--- config.mk ---
export PLATFORM = sky130hd
export DESIGN_NAME = guess_solver_flat
export DESIGN_NICKNAME = d
export VERILOG_FILES = /design/src/rtl/guess_solver_pkg.sv /design/src/rtl/guess_solver_if.sv /design/src/rtl/guess_solver.sv /design/src/flat_wrapper.sv
export SDC_FILE = /design/constraint.sdc
export NUM_CORES = 1
export LEC_CHECK = 0
export CAP_MARGIN = 20
export CORE_ASPECT_RATIO = 1.4
export CORE_MARGIN = 1.5
export CORE_UTILIZATION = 25
export DETAILED_ROUTE_END_ITERATION = 7
export GPL_ROUTABILITY_DRIVEN = 0
export HOLD_SLACK_MARGIN = 0.02
export PLACE_DENSITY = 0.55
export SLEW_MARGIN = 20
export SYNTH_ARGS = -nofsm -noshare
export SYNTH_HDL_FRONTEND = slang
export SYNTH_SLANG_ARGS = --single-unit
--- constraint.sdc ---
create_clock -name clk -period 2.8 [get_ports clk]
set_clock_uncertainty 0.1 [all_clocks]
set_input_delay 0.56 -clock clk [delete_from_list [all_inputs] [get_ports clk]]
set_output_delay 0.56 -clock clk [all_outputs]
set_load 0.02 [all_outputs]
--- src/rtl/guess_solver_pkg.sv ---
// Shared definitions for the auto-play guess solver.
// Contents: FSM state enum, the "correct" feedback code, the default guess
// width and width helpers for the feedback code and the try counter.
package guessing_pkg;

   localparam int unsigned DEF_WIDTH  = 4;
   localparam int unsigned FB_CORRECT = 0;

   typedef enum logic [2:0] {
      S_IDLE,
      S_GUESS,
      S_WAIT,
      S_DONE,
      S_ERROR
   } state_t;

   // Feedback code must encode 0 (correct) and 1..w (highest mismatching bit).
   function automatic int unsigned fb_width(input int unsigned w);
      return $clog2(w + 1);
   endfunction

   // Try counter must reach w+1 without wrapping.
   function automatic int unsigned tries_width(input int unsigned w);
      return $clog2(w + 2);
   endfunction

endpackage

--- src/rtl/guess_solver_if.sv ---
// Solver <-> game bus: start/seed control, comparator feedback, guess output
// and solve status.
//   master: the solver (drives in_number, isGuess, busy, done, found, error, tries)
//   slave : the game side (drives start, seed, state)
interface guess_solver_if
   import guessing_pkg::*;
#(
   parameter int unsigned WIDTH = DEF_WIDTH
) ();

   localparam int unsigned CW = fb_width(WIDTH);
   localparam int unsigned TW = tries_width(WIDTH);

   logic             start;
   logic [WIDTH-1:0] seed;
   logic [CW-1:0]    state;
   logic [WIDTH-1:0] in_number;
   logic             isGuess;
   logic             busy;
   logic             done;
   logic             found;
   logic             error;
   logic [TW-1:0]    tries;

   modport master (
      input  start, seed, state,
      output in_number, isGuess, busy, done, found, error, tries
   );

   modport slave (
      output start, seed, state,
      input  in_number, isGuess, busy, done, found, error, tries
   );

endinterface

--- src/rtl/guess_solver.sv ---
// Guess solver: issues guesses to the comparator and, after each miss, flips
// the bit named by the feedback code until the feedback reports a match.
// Ports:
//   clk      - rising-edge clock
//   reset_n  - synchronous active-low reset
//   bus      - guess_solver_if.master (start/seed in, state feedback in,
//              in_number/isGuess/busy/done/found/error/tries out)
module guess_solver
   import guessing_pkg::*;
#(
   parameter int unsigned WIDTH      = DEF_WIDTH,
   parameter int unsigned FB_LATENCY = 1
) (
   input  logic           clk,
   input  logic           reset_n,
   guess_solver_if.master bus
);

   localparam int unsigned CW    = fb_width(WIDTH);
   localparam int unsigned TW    = tries_width(WIDTH);
   localparam int unsigned CNT_W = (FB_LATENCY > 1) ? $clog2(FB_LATENCY + 1) : 1;

   state_t           r_state;
   logic [WIDTH-1:0] r_guess;
   logic [CW-1:0]    r_last_code;
   logic [TW-1:0]    r_tries;
   logic [CNT_W-1:0] r_cnt;
   logic             r_is_guess;
   logic             r_busy;
   logic             r_done;
   logic             r_found;
   logic             r_error;

   logic [CW-1:0]    w_code;
   logic [CNT_W-1:0] w_cnt_next;
   logic             w_wait_hit;
   logic             w_sample;
   logic             w_correct;
   logic             w_bad;
   logic [WIDTH-1:0] w_flip;

   // Feedback decode; only meaningful when w_sample is high.
   assign w_code     = bus.state;
   assign w_cnt_next = r_cnt + CNT_W'(1);
   assign w_wait_hit = (w_cnt_next == CNT_W'(FB_LATENCY));
   assign w_sample   = ((r_state == S_GUESS) && (FB_LATENCY == 0)) ||
                       ((r_state == S_WAIT) && w_wait_hit);
   assign w_correct  = (w_code == CW'(FB_CORRECT));
   // Codes must strictly decrease within a solve; anything else is a broken comparator.
   assign w_bad      = (32'(w_code) > WIDTH) || (w_code >= r_last_code);
   assign w_flip     = WIDTH'(1) << (w_code - CW'(1));

   // Solver FSM with registered outputs.
   always_ff @(posedge clk) begin
      if (!reset_n) begin
         r_state     <= S_IDLE;
         r_guess     <= '0;
         r_last_code <= CW'(WIDTH + 1);
         r_tries     <= '0;
         r_cnt       <= '0;
         r_is_guess  <= 1'b0;
         r_busy      <= 1'b0;
         r_done      <= 1'b0;
         r_found     <= 1'b0;
         r_error     <= 1'b0;
      end else begin
         r_is_guess <= 1'b0;
         case (r_state)
            S_IDLE, S_DONE, S_ERROR: begin
               if (bus.start) begin
                  r_state     <= S_GUESS;
                  r_guess     <= bus.seed;
                  r_tries     <= '0;
                  r_last_code <= CW'(WIDTH + 1);
                  r_is_guess  <= 1'b1;
                  r_busy      <= 1'b1;
                  r_done      <= 1'b0;
                  r_found     <= 1'b0;
                  r_error     <= 1'b0;
               end
            end
            S_GUESS, S_WAIT: begin
               if (r_state == S_GUESS) begin
                  r_tries <= r_tries + TW'(1);
                  r_cnt   <= '0;
               end else begin
                  r_cnt <= w_cnt_next;
               end
               if (w_sample) begin
                  if (w_correct) begin
                     r_state <= S_DONE;
                     r_busy  <= 1'b0;
                     r_done  <= 1'b1;
                     r_found <= 1'b1;
                  end else if (w_bad) begin
                     r_state <= S_ERROR;
                     r_busy  <= 1'b0;
                     r_done  <= 1'b1;
                     r_error <= 1'b1;
                  end else begin
                     r_state     <= S_GUESS;
                     r_guess     <= r_guess ^ w_flip;
                     r_last_code <= w_code;
                     r_is_guess  <= 1'b1;
                  end
               end else begin
                  r_state <= S_WAIT;
               end
            end
            default: r_state <= S_IDLE;
         endcase
      end
   end

   assign bus.in_number = r_guess;
   assign bus.isGuess   = r_is_guess;
   assign bus.busy      = r_busy;
   assign bus.done      = r_done;
   assign bus.found     = r_found;
   assign bus.error     = r_error;
   assign bus.tries     = r_tries;

endmodule

--- src/flat_wrapper.sv ---
// flat-port wrapper written by rule: the top's interface ports become plain ports
module guess_solver_flat import guessing_pkg::*;
#(
   parameter int unsigned WIDTH      = DEF_WIDTH,
   parameter int unsigned FB_LATENCY = 1
)
  (clk, reset_n, bus_start, bus_seed, bus_state, bus_in_number, bus_isGuess, bus_busy, bus_done, bus_found, bus_error, bus_tries);
  guess_solver_if #(.WIDTH(WIDTH)) bus_i ();
  input  logic clk;
  input  logic reset_n;
  input wire logic [$bits(bus_i.start)-1:0] bus_start;
  input wire logic [$bits(bus_i.seed)-1:0] bus_seed;
  input wire logic [$bits(bus_i.state)-1:0] bus_state;
  output wire logic [$bits(bus_i.in_number)-1:0] bus_in_number;
  output wire logic [$bits(bus_i.isGuess)-1:0] bus_isGuess;
  output wire logic [$bits(bus_i.busy)-1:0] bus_busy;
  output wire logic [$bits(bus_i.done)-1:0] bus_done;
  output wire logic [$bits(bus_i.found)-1:0] bus_found;
  output wire logic [$bits(bus_i.error)-1:0] bus_error;
  output wire logic [$bits(bus_i.tries)-1:0] bus_tries;
  assign bus_i.start = bus_start;
  assign bus_i.seed = bus_seed;
  assign bus_i.state = bus_state;
  assign bus_in_number = bus_i.in_number;
  assign bus_isGuess = bus_i.isGuess;
  assign bus_busy = bus_i.busy;
  assign bus_done = bus_i.done;
  assign bus_found = bus_i.found;
  assign bus_error = bus_i.error;
  assign bus_tries = bus_i.tries;
  guess_solver #(.WIDTH(WIDTH), .FB_LATENCY(FB_LATENCY)) u_core (.clk(clk), .reset_n(reset_n), .bus(bus_i));
endmodule
==> flow_summary.yaml <==
power:
  power_density_mw_per_mm2: 480
  total_power_uw: 688
  power_leakage_uw: 0.000570
  ir_drop_uv: 247
layout:
  fillers: 460
  seqCellArea_um2: 380
  nNetsFinal: 177
  drive_gt1_share_pct: 10.5
  syn_to_final_growth_pct: 31.0
  utilization_pct: 34.1
  multi_input_area_um2: 641
  final_common_cell: "clkdlybuf4s50_1"
  final_cell_mix: "clkdlybuf4s50_1 (21), dfxtp_1 (19), inv_1 (13), nor2_1 (13), nand2_1 (10)"
  n_antenna_cell: 0
routing:
  drtPass1Iterations: 4
  wl_per_cell_um: 12.9
  drt-vias-per-instance: 5.17
  initialDrtViolationCount: 17
  vias: 1070
  detail-route-antenna-nets: 0
  drc: 0
  drt-total-wl_um: 2670
cts:
  cts_tree: "yes"
  numClockSinks: 19
  cts_setup_buffers: 0
  htree_levels: 1
  post_cts_resized: 0
  insertion_delay_ns: 0.25
  clock_path_buffers: 2
  cts.clk_slew.worst_paths_ns: 0.07
  cts_made_buffers: 3
  cts_root_buf: "clkbuf_8"
  holdBufCountCts: 0
worst_setup_path:
  worstReg2RegStart: "u_core.r_last_code[2]$_SDFFE_PN1P_"
  cp.required_ns: 2.85
  criticalPathCategory: "input port to flip-flop"
  start_kind: "input port"
  arrival_ns: 2.48
  cp_max_fo: 4
  worstPathCellList: "clkdlybuf4s50_1, inv_1, ha_1, nand2b_1, a31oi_2, nand3_2, a21bo_2, a32o_1"
  worst_path_max_delay_cell: "clkdlybuf4s50_1"
  max_stage_delay_ns: 0.47
  worstSetupEndpointType: "flip-flop"
  crit_start: "bus_state[0]"
placement:
  port_buffers: 21
  dp_hpwl_um: 2110
global_routing:
  grt_pass1_vias: 962
  grt_util_all_layers_pct: 11.8
  grt_pass1_wl_um: 4350
  grt-busiest-layer: "met2"
  grt_max_degree: 16
  grt-ovfl-total: 0
  gr-usage-met2_pct: 20.4
  grt.met3_usage_pct: 2.39
  met1_usage_pct: 14.0
  grt_antenna_before_repair: 0
worst_hold_path:
  min_from: "u_core.bus.done$_SDFFE_PN0P_"
  hold_class: "flip-flop to flip-flop"
timing:
  slew_viol_final: 0
  fin_hold_ws_ns: 0.351
  setup_tns_ns: 0
  fmax_mhz: 411
  hold_violations: 0
  min_period_ns: 2.43
  min_period_over_period_pct: 86.9
  tightestPinTransition_ns: 0.531
  rsz0062_at_grt: "no"
  setup_viol: 0
  slew_headroom_pct: 64.5
synth:
  seq_area_frac_synth_pct: 34.7
  synth_area_leader_cell: "dfxtp_1"
  synth-async-reset-ratio_pct: 0
  syn_area_per_cell_um2: 8.05
  synth_cells: 136
  synth_edf_count: 0
  ys_types: 43
  ys_seq_elements: 19
  synthFlopType: "dfxtp_1"
  synth_nets: 150
  yosys_warnings: 0
  yosysTopAreaCellShare_pct: 34.7
  synthTopCellsByArea: "dfxtp_1 (35%), ha_1 (4.6%), inv_1 (4.5%)"
  synth_area_mm2: 0.00109
floorplan:
  die_w_um: 58.9
  initial_utilization_pct: 26.0
  die-area_mm2: 0.00479
  core_mm2: 0.00420
  rows: 28
  ios: 22
  die_y_um: 81.3
outcome:
  status: "complete, no violations"
run:
  drv_cap: 0
flip-flops by register name (all words and copies together), names as in the netlist:
| signal | flops |
|---|---|
| u_core.bus.done | 1 |
| u_core.bus.error | 1 |
| u_core.bus.isGuess | 1 |
| u_core.bus.tries | 3 |
| u_core.r_state | 3 |
| u_core.r_last_code | 3 |
| u_core.bus.in_number | 4 |
| u_core.r_cnt | 1 |
| u_core.bus.found | 1 |
| u_core.bus.busy | 1 |
area by class of cell:
cell class / instances / share of cell area, %
timing repair buffer: 28 / 18.3
tap: 45 / 3.93
clock buffer: 4 / 3.14
multi-input combinational: 98 / 44.7
sequential: 19 / 26.5
inverter: 13 / 3.40
synth_stat cells (2+ instances only):
master / n
dfxtp_1: 19
inv_1: 13
nor2_1: 13
nand2_1: 10
a21oi_1: 8
nand2b_1: 5
nor2b_1: 5
a31oi_1: 4
clkbuf_1: 4
ha_1: 4
nand3_1: 4
nor3_1: 4
nor3b_1: 3
o21ai_0: 3
a21bo_2: 2
a31o_2: 2
a31oi_2: 2
buf_2: 2
nand4_1: 2
nand4b_1: 2
xnor2_1: 2
xor2_1: 2
report_power, final:
part	switching, µW	total, µW	internal [µW]
Clock	87.8	189	101
Combinational	99.0	190	90.8
Sequential	20.7	309	288
Total	208	688	480
kinds of logic (layout without fill, tap and decap cells):
logic type      Yosys count  in the layout  synth area share, %
mux                       1              1                0.914
xor+xnor                  4              4                 3.20
buf+inv                  19             45                 6.74
compound gates           34             34                 22.9
flops                    19             19                 34.7
simple gates             54             54                 26.1
fa+ha+maj                 5              5                 5.49
final timing paths:
path                                   endpoint  slack [ns]  cells after the start
min                u_core.bus.done$_SDFFE_PN0P_        0.35                      2
max reg2reg  u_core.r_last_code[1]$_SDFFE_PN0P_        0.82                      7
min reg2reg        u_core.bus.done$_SDFFE_PN0P_        0.35                      2
max          u_core.r_last_code[1]$_SDFFE_PN0P_        0.37                      8
metal layers:
metal | share of wire (%) | vias up
li1 | - | 535
met1 | 41 | 506
met2 | 53 | 24
met3 | 4.1 | 5
met4 | 1.8 | 0
met5 | 0 | -
stage by stage:
stage | setup slack [ns] | area, µm² | cells
global placement | 0.146 | 1390 | 203
CTS | 0.374 | 1430 | 207
finish | 0.368 | 1430 | 207
floorplan | 0.656 | 1090 | 136
detailed placement | 0.104 | 1390 | 203
global route | 0.268 | 1430 | 207
critical path: cells and delay by family:
family                     cells  cell delay, ns
AOI/OAI and AO/OA              3            0.81
adders and majority gates      1            0.28
buffers and inverters          2            0.54
and+or+nand+nor                2            0.29
Power figures use the tool's default switching activity.
